===== config.mk =====
export PLATFORM = sky130hd
export DESIGN_NAME = load_store_unit
export DESIGN_NICKNAME = d
export VERILOG_FILES = /design/src/rtl/load_store_unit_pkg.sv /design/src/rtl/lsu_load_align.sv /design/src/rtl/load_store_unit.sv
export SDC_FILE = /design/constraint.sdc
export NUM_CORES = 1
export LEC_CHECK = 0
export BUFFER_PORTS_ARGS = -buffer_cell sky130_fd_sc_hd__buf_2
export CAP_MARGIN = 20
export CELL_PAD_IN_SITES_DETAIL_PLACEMENT = 0
export CELL_PAD_IN_SITES_GLOBAL_PLACEMENT = 1
export CORE_MARGIN = 2
export CORE_UTILIZATION = 35
export CTS_BUF_LIST = sky130_fd_sc_hd__clkbuf_4
export DETAILED_ROUTE_END_ITERATION = 8
export PLACE_DENSITY_LB_ADDON = 0.08
export SLEW_MARGIN = 20
export SYNTH_ARGS = -nofsm -noshare
export SYNTH_HDL_FRONTEND = slang
export SYNTH_SLANG_ARGS = --single-unit

===== constraint.sdc =====
create_clock -name clk -period 2.82 [get_ports clk]
set_input_delay 0.141 -clock clk [delete_from_list [all_inputs] [get_ports clk]]
set_output_delay 0.141 -clock clk [all_outputs]
set_load 0.005 [all_outputs]

===== src/rtl/load_store_unit_pkg.sv =====
// Shared RISC-V definitions: access types, LSU state encoding and LSU helpers.
package riscv_definitions;

    typedef enum logic [2:0] {
        BYTE   = 3'd0,
        HALF   = 3'd1,
        WORD   = 3'd2,
        BYTE_U = 3'd3,
        HALF_U = 3'd4
    } memAccessType_t;

    typedef enum logic [1:0] {
        LSU_IDLE = 2'd0,
        LSU_BUS  = 2'd1,
        LSU_RESP = 2'd2
    } lsu_state_t;

    localparam int LSU_TIMEOUT_DEFAULT = 16;

    // Codes 5-7 are not access types and are rejected like a misaligned access.
    function automatic logic lsu_req_bad(input logic [2:0] t, input logic [1:0] a);
        case (t)
            BYTE, BYTE_U: lsu_req_bad = 1'b0;
            HALF, HALF_U: lsu_req_bad = a[0];
            WORD:         lsu_req_bad = (a != 2'b00);
            default:      lsu_req_bad = 1'b1;
        endcase
    endfunction

    function automatic logic [3:0] lsu_byte_en(input logic [2:0] t, input logic [1:0] a);
        case (t)
            BYTE, BYTE_U: lsu_byte_en = 4'b0001 << a;
            HALF, HALF_U: lsu_byte_en = 4'b0011 << a;
            default:      lsu_byte_en = 4'b1111;
        endcase
    endfunction

endpackage


===== src/rtl/lsu_load_align.sv =====
// Picks the addressed byte/half out of a bus word and sign- or zero-extends it.
module lsu_load_align
    import riscv_definitions::*;
#(
    parameter int DATA_WIDTH = 32
) (
    input  logic [DATA_WIDTH-1:0] rdata_i,
    input  logic [1:0]            addr_lo_i,
    input  logic [2:0]            type_i,
    output logic [DATA_WIDTH-1:0] data_o
);

    logic [7:0]  byte_sel;
    logic [15:0] half_sel;

    always_comb begin
        byte_sel = rdata_i[8*addr_lo_i +: 8];
        half_sel = addr_lo_i[1] ? rdata_i[31:16] : rdata_i[15:0];
        case (type_i)
            BYTE:    data_o = {{24{byte_sel[7]}}, byte_sel};
            BYTE_U:  data_o = {24'd0, byte_sel};
            HALF:    data_o = {{16{half_sel[15]}}, half_sel};
            HALF_U:  data_o = {16'd0, half_sel};
            default: data_o = rdata_i;
        endcase
    end

endmodule


===== src/rtl/load_store_unit.sv =====
// Single-outstanding load/store unit: request latch, bus handshake with timeout,
// one-cycle response pulse.
//
// state    | meaning
// IDLE     | ready for a request
// BUS      | mem_req held until mem_ack or timeout
// RESP     | rsp_valid pulse, then back to IDLE
module load_store_unit
    import riscv_definitions::*;
#(
    parameter int DATA_WIDTH     = 32,
    parameter int TIMEOUT_CYCLES = LSU_TIMEOUT_DEFAULT
) (
    input  logic                  clk,
    input  logic                  rst,
    input  logic                  req_valid,
    output logic                  req_ready,
    input  logic                  req_we,
    input  logic [DATA_WIDTH-1:0] req_addr,
    input  logic [DATA_WIDTH-1:0] req_wdata,
    input  logic [2:0]            req_type,
    output logic                  rsp_valid,
    output logic [DATA_WIDTH-1:0] rsp_rdata,
    output logic                  rsp_err,
    output logic                  mem_req,
    output logic                  mem_we,
    output logic [DATA_WIDTH-1:0] mem_addr,
    output logic [DATA_WIDTH-1:0] mem_wdata,
    output logic [3:0]            mem_be,
    input  logic                  mem_ack,
    input  logic [DATA_WIDTH-1:0] mem_rdata
);

    localparam int CW = $clog2(TIMEOUT_CYCLES + 1);

    lsu_state_t            state_q, state_d;
    logic                  we_q, we_d;
    logic [DATA_WIDTH-1:0] addr_q, addr_d;
    logic [DATA_WIDTH-1:0] wdata_q, wdata_d;
    logic [2:0]            type_q, type_d;
    logic [DATA_WIDTH-1:0] rdata_q, rdata_d;
    logic                  err_q, err_d;
    logic [CW-1:0]         cnt_q, cnt_d;
    logic [DATA_WIDTH-1:0] load_data;

    always_ff @(posedge clk) begin
        if (rst) begin
            state_q <= LSU_IDLE;
            we_q    <= 1'b0;
            addr_q  <= '0;
            wdata_q <= '0;
            type_q  <= '0;
            rdata_q <= '0;
            err_q   <= 1'b0;
            cnt_q   <= '0;
        end else begin
            state_q <= state_d;
            we_q    <= we_d;
            addr_q  <= addr_d;
            wdata_q <= wdata_d;
            type_q  <= type_d;
            rdata_q <= rdata_d;
            err_q   <= err_d;
            cnt_q   <= cnt_d;
        end
    end

    always_comb begin
        state_d = state_q;
        we_d    = we_q;
        addr_d  = addr_q;
        wdata_d = wdata_q;
        type_d  = type_q;
        rdata_d = rdata_q;
        err_d   = err_q;
        cnt_d   = cnt_q;
        case (state_q)
            LSU_IDLE: begin
                if (req_valid) begin
                    we_d    = req_we;
                    addr_d  = req_addr;
                    wdata_d = req_wdata;
                    type_d  = req_type;
                    rdata_d = '0;
                    cnt_d   = '0;
                    err_d   = lsu_req_bad(req_type, req_addr[1:0]);
                    state_d = err_d ? LSU_RESP : LSU_BUS;
                end
            end
            LSU_BUS: begin
                // An ack arriving on the last allowed cycle still counts as success.
                if (mem_ack) begin
                    rdata_d = mem_rdata;
                    state_d = LSU_RESP;
                end else if (cnt_q == CW'(TIMEOUT_CYCLES - 1)) begin
                    err_d   = 1'b1;
                    state_d = LSU_RESP;
                end else begin
                    cnt_d = cnt_q + 1'b1;
                end
            end
            LSU_RESP: state_d = LSU_IDLE;
            default:  state_d = LSU_IDLE;
        endcase
    end

    lsu_load_align #(.DATA_WIDTH(DATA_WIDTH)) u_align (
        .rdata_i   (rdata_q),
        .addr_lo_i (addr_q[1:0]),
        .type_i    (type_q),
        .data_o    (load_data)
    );

    always_comb begin
        req_ready = (state_q == LSU_IDLE);
        rsp_valid = (state_q == LSU_RESP);
        rsp_err   = rsp_valid && err_q;
        rsp_rdata = (rsp_valid && !we_q && !err_q) ? load_data : '0;
        mem_req   = 1'b0;
        mem_we    = 1'b0;
        mem_addr  = '0;
        mem_wdata = '0;
        mem_be    = 4'b0000;
        if (state_q == LSU_BUS) begin
            mem_req  = 1'b1;
            mem_we   = we_q;
            mem_addr = {addr_q[DATA_WIDTH-1:2], 2'b00};
            mem_be   = lsu_byte_en(type_q, addr_q[1:0]);
            case (type_q)
                BYTE, BYTE_U: mem_wdata = {4{wdata_q[7:0]}};
                HALF, HALF_U: mem_wdata = {2{wdata_q[15:0]}};
                default:      mem_wdata = wdata_q;
            endcase
        end
    end

endmodule


Word level (Yosys, flattened, before mapping)
Cells that the tools add are included.
{"block": "word_totals", "out_inout_bits": 105, "reg_bits": 108, "inputBits": 104, "elab_cells": 76}
{"block": "classes", "n_shift": 3, "n_addsub": 1, "n_eq_ne": 16, "n_reduce_logical": 19, "n_mux": 29}
{"operator": "32-bit 2-to-1 mux", "count": 5}
{"operator": "32-bit one-hot mux with 2 select lines", "count": 2}
{"operator": "32-bit one-hot mux with 4 select lines", "count": 1}
{"operator": "32-bit by 6-bit indexed part select with 8-bit output", "count": 1}
{"operator": "16-bit 2-to-1 mux", "count": 1}
{"operator": "5-bit 2-to-1 mux", "count": 3}
{"operator": "2-bit != test, second input constant", "count": 5}
{"operator": "5-bit one-hot mux with 2 select lines", "count": 1}
{"operator": "3-bit by 2-bit equality test with 1-bit output, second input constant", "count": 3}
{"operator": "2-bit 2-to-1 mux", "count": 4}
{"operator": "4-bit one-hot mux with 2 select lines", "count": 1}
{"operator": "4-bit AND reduction", "count": 2}
{"operator": "2-bit OR reduction", "count": 4}
{"operator": "1-bit 2-to-1 mux", "count": 7}
{"operator": "3-bit by 1-bit equality test with 1-bit output, second input constant", "count": 2}
{"operator": "3-bit equality test, second input constant", "count": 2}
{"operator": "3-bit logical NOT", "count": 2}
{"operator": "5-bit by 1-bit adder with 5-bit output, second input constant", "count": 1}
{"operator": "5-bit by 4-bit equality test with 1-bit output, second input constant", "count": 1}
{"operator": "4-bit 2-to-1 mux", "count": 1}
{"operator": "2-bit one-hot mux with 2 select lines", "count": 1}
{"operator": "2-bit AND reduction", "count": 2}
{"operator": "2-bit nonzero test", "count": 2}
{"operator": "1-bit by 2-bit left shift with 4-bit output, first input constant", "count": 1}
{"operator": "10 further kinds", "count": 13}

Longest topological paths before layout
{"block": "logic_depth", "depth_word": 8, "depth_mapped": 8, "ltp_nobuf": 8}

Modules after synthesis
Synthesis repeated with hierarchy kept, for this count alone.
{"block": "hier_totals", "cells_unflattened": 833, "area_unflattened_um2": 5905.7}
{"module": "load_store_unit", "seq_area_each_um2": 2162.1, "cells_per_inst": 732, "area_each_um2": 5192.5, "n_inst": 1}
{"module": "lsu_load_align", "seq_area_each_um2": 0.0, "cells_per_inst": 101, "area_each_um2": 713.2, "n_inst": 1}

Least setup slack after synthesis
No wires, ideal clock.
{"block": "synth_timing", "path_kind": "reg-to-reg", "start": "register cnt_q[0]", "end": "register cnt_q[2]", "synth_period_minus_slack_ps": 2063, "required_ps": 2750, "setup_slack_ps": 757, "n_path_buf": 0, "stages_incl_launch_ff": 8, "setup_ps": 70, "arrival_time_ps": 1993, "cell_sequence": "dfxtp_1 -> ha_1 -> and3_1 -> ha_1 -> nor4b_4 -> nor2_2 -> or4b_1 -> a21oi_1"}
{"block": "synth_between", "elab_chain_len": 4, "word_cells_on_any_way": 7, "classes_between": "add/sub (1); eq/ne (2); mux (3); reduce/logical (1)"}
{"item": "start: declaration", "line": "load_store_unit.sv:43", "text": "logic [CW-1:0] cnt_q, cnt_d;"}
{"item": "start signal: assignment", "line": "load_store_unit.sv:64", "text": "cnt_q <= cnt_d;"}
{"item": "5-bit by 1-bit adder with 5-bit output", "line": "load_store_unit.sv:99", "text": "cnt_d = cnt_q + 1'b1;"}
{"item": "5-bit 2-to-1 mux", "line": "load_store_unit.sv:95", "text": "end else if (cnt_q == CW'(TIMEOUT_CYCLES - 1)) begin"}
{"item": "5-bit 2-to-1 mux", "line": "load_store_unit.sv:92", "text": "if (mem_ack) begin"}
{"item": "5-bit one-hot mux with 2 select lines", "line": "load_store_unit.sv:77", "text": "case (state_q)"}
Parallel ways exist; a longest one is shown, timed or not. The select of a mux whose other input is x is not followed.
A chain may end at the register's enable or synchronous reset.

Worst setup path after layout
{"block": "layout_timing", "start": "register state_q[1]", "end": "output port mem_wdata[13]"}
{"block": "layout_between", "elab_chain_len": 2}
{"item": "start: declaration", "line": "load_store_unit.sv:36", "text": "lsu_state_t state_q, state_d;"}
{"item": "start signal: assignment", "line": "load_store_unit.sv:57", "text": "state_q <= state_d;"}
{"item": "2-bit by 1-bit equality test with 1-bit output", "line": "load_store_unit.sv:124", "text": "if (state_q == LSU_BUS) begin"}
{"item": "32-bit 2-to-1 mux", "line": "load_store_unit.sv:124"}
{"item": "end: declaration", "line": "load_store_unit.sv:28", "text": "output logic [DATA_WIDTH-1:0] mem_wdata,"}
No other way between the ends.

==> metrics.md <==
| Metric | Value |
|---|---|
| CTS tree | done |
| IO Pins | 209 |
| Drc violations | 0 |
| CTS Buffer Depth | 2 |
| Initial DRT Pass Iterations | 6 |
| Total GRT Usage | 22.45% |
| DR iter-0 viols | 346 |
| CTS Buf Count | 9 |
| Fin crit share | 93.09% |
| Die Y | 129.5 um |
| Final hold viol count | 0 |
| Largest cells by area after synthesis | dfxtp_1, nand2_1, a21oi_1 |
| PwrDens | 400.8 nW/um2 |
| Comb pwr share | 22.5% |
| Final Skew | 0.02051 ns |
| Grt ovf | 0 |
| Post-DR wirelength/cell | 14.78 um |
| Dpl cells | 1150 |
| Clock power frac | 24.1% |
| Final Slew Violations | 0 |
| Worst skew pair latency | 0.49 ns |
| Min Hold Slack | 0.04456 ns |
| Internal | 2.117 mW |
| Outcome | completed |
| Seq/Total Area, Yosys | 39.21% |
| Main synth FF type | dfxtp_1 |
| First-pass GRT wire length | 30.13 mm |
| FF+latch area | 2165 um2 |
| Multi-input combinational cell area | 3053 um2 |
| Yosys top cell by area | dfxtp_1 |
| Rel. slew slack | 46.10% |
| Filler instances | 1612 |
| Minimum clock period | 2.625 ns |
| Final std cells w/o fill | 1268 |
| CP startpoint kind | register |
| Layout cells sized above 1 | 25.19% |
| CP Capture Type | output port |
| Yosys top cell area share | 39.21% |
| Die width | 129.5 um |
| Post-synth ARST share | 0% |
| Initial antenna violation count | 1 |
| Hold Crit Class | input port to register |
| Final Util | 51.18% |
| FMAX | 381.0 MHz |
| Starting Density | 36.00% |
| Post-route ant nets | 0 |
| Reg clk slew, reported paths | 0.18 ns |
| Final GP Congestion | 0.8102 |
| P&R area growth vs syn | 42.14% |
| Total wire length | 18.74 mm |
| Synth warn | 0 |
| Setup TNS | 0 ns |
| Number of synthesized flops with an enable pin | 0 |
| Sw frac | 32.59% |
| Routed vias/inst | 4.953 |
| Largest net degree at the start of global routing | 73 |
| # rows | 45 |
| Syn Area/Cell | 7.042 um2 |
| CTS Root Cell | clkbuf_4 |
| Net switching power | 1.024 mW |
| Nets | 1157 |
| Max Cap Violations | 0 |
| Sequential power share | 53.5% |
| Max Fanout on Critical Path | 48 |
| H-tree depth | 3 |
| Worst-margin pin slew | 0.8073 ns |
| FF+latch count, synth | 108 |
| Post-Synthesis Cell Area | 5514 um2 |
| Worst VDD drop | 258.3 uV |
| Post-DP HPWL | 12.50 mm |
| Worst path required time | 2.68 ns |
| Post-CTS Setup Repair Bufs | 0 |
| Data arrival, critical path | 2.48 ns |
| Die ar. | 16770 um2 |
| Crit Path Class | register to output port |
| Vias in the first global route | 6036 |
| Port bufs | 206 |
| TritonCTS sink count | 108 |
| Count of unique library cells instantiated by Yosys | 43 |
| Vias | 6280 |
| Core Box Area | 15310 um2 |
| Total chip power | 3.141 mW |
| Leakage power | 3.473 nW |
| Final setup viols | 0 |
| Post-synth top cells | nand2_1, a21oi_1, dfxtp_1 |
| RSZ-0062 raised after global routing | false |
| Syn Inst Count | 783 |
| Count leader, synth | nand2_1 |
-- metrics by stage --
step                      area (um2)  worst slack [ns]
final                           7838            0.1950
after global routing            7838          0.007972
after global placement          6699            0.6937
after detailed placement        6699            0.5965
after floorplan                 5518            0.7568
after CTS                       7833           0.04385
-- power by group through the flow --
stage	clock network [mW]	registers, mW	logic (mW)
2_1_floorplan	0	1.68	0.397
3_3_place_gp	0	1.71	0.590
3_5_place_dp	0	1.71	0.602
4_1_cts	0.790	1.68	0.710
5_1_grt	0.844	1.69	0.788
6_report	0.756	1.68	0.706
-- final timing paths --
kind	start	to	slack, ns	cells past startpoint
hold / removal	mem_ack	cnt_q[0]	0.04	4
setup / recovery	state_q[1]	mem_wdata[13]	0.19	5
hold reg to reg	addr_q[5]	addr_q[5]	0.46	2
setup reg to reg	cnt_q[0]	cnt_q[2]	0.55	7
-- state kept, by name, summed over array words and instances, names as in the netlist --
| name | flops |
|---|---|
| rdata_q | 32 |
| err_q | 1 |
| wdata_q | 32 |
| cnt_q | 5 |
| type_q | 3 |
| we_q | 1 |
| state_q | 2 |
| addr_q | 32 |
-- cells in the final DEF, fill, tap and decap left out, drive strengths merged, types with 2 or more instances in the layout --
cell	netlist	final
o221ai	8	8
dlygate4sd3	0	101
clkbuf	42	10
inv	9	11
conb	1	2
and3	4	4
clkinvlp	0	2
or3	2	2
nand3	33	33
dfxtp	108	108
ha	2	2
and2	40	40
a221oi	2	2
nor2	91	91
nand2	200	200
a311oi	3	3
a21oi	134	134
clkinv	0	2
o211ai	3	3
o21ai	10	10
buf	26	223
a22oi	7	7
mux2i	10	10
mux2	15	15
a31oi	3	3
xor2	2	2
nand2b	5	5
or2	2	2
nor3	4	4
a222oi	7	7
-- critical path: stages, from the launching register on --
cell,delay (ns)
dfxtp_1,0.43
nand2b_1,0.20
inv_2,0.60
o221ai_1,0.42
nor2_1,0.19
buf_2,0.13
-- logic make-up after synthesis --
family / synth area share (%)
xor gates and xnor gates: 0.3177
and+or+nand+nor: 30.20
muxes: 4.879
DFF: 39.21
AOI/OAI and AO/OA: 19.04
adders and majority gates: 0.4538
other: 0.06801
buffers and inverters: 5.831
-- layout make-up --
type / instances / share of cell area [%]
multi-input combinational: 599 / 38.95
sequential: 108 / 27.62
inverter: 9 / 0.4310
clock buffer: 10 / 0.9579
clock inverter: 6 / 0.6066
timing repair buffer: 324 / 28.03
antenna: 1 / 0.03193
tap: 211 / 3.368
-- repair_timing --
action,4_1_cts,5_1_grt
gates resized for setup,0,2
hold buffers,101,0
endpoints found under the setup margin,0,31
hold endpoints to repair,101,0
-- layer usage --
layer	routed length (um)	GRT usage, %
met2	9013	38.08
met3	924	5.120
met5	0	0
met4	198	4.617
met1	8601	29.38
Note: power is estimated with default switching activity, not from simulation.
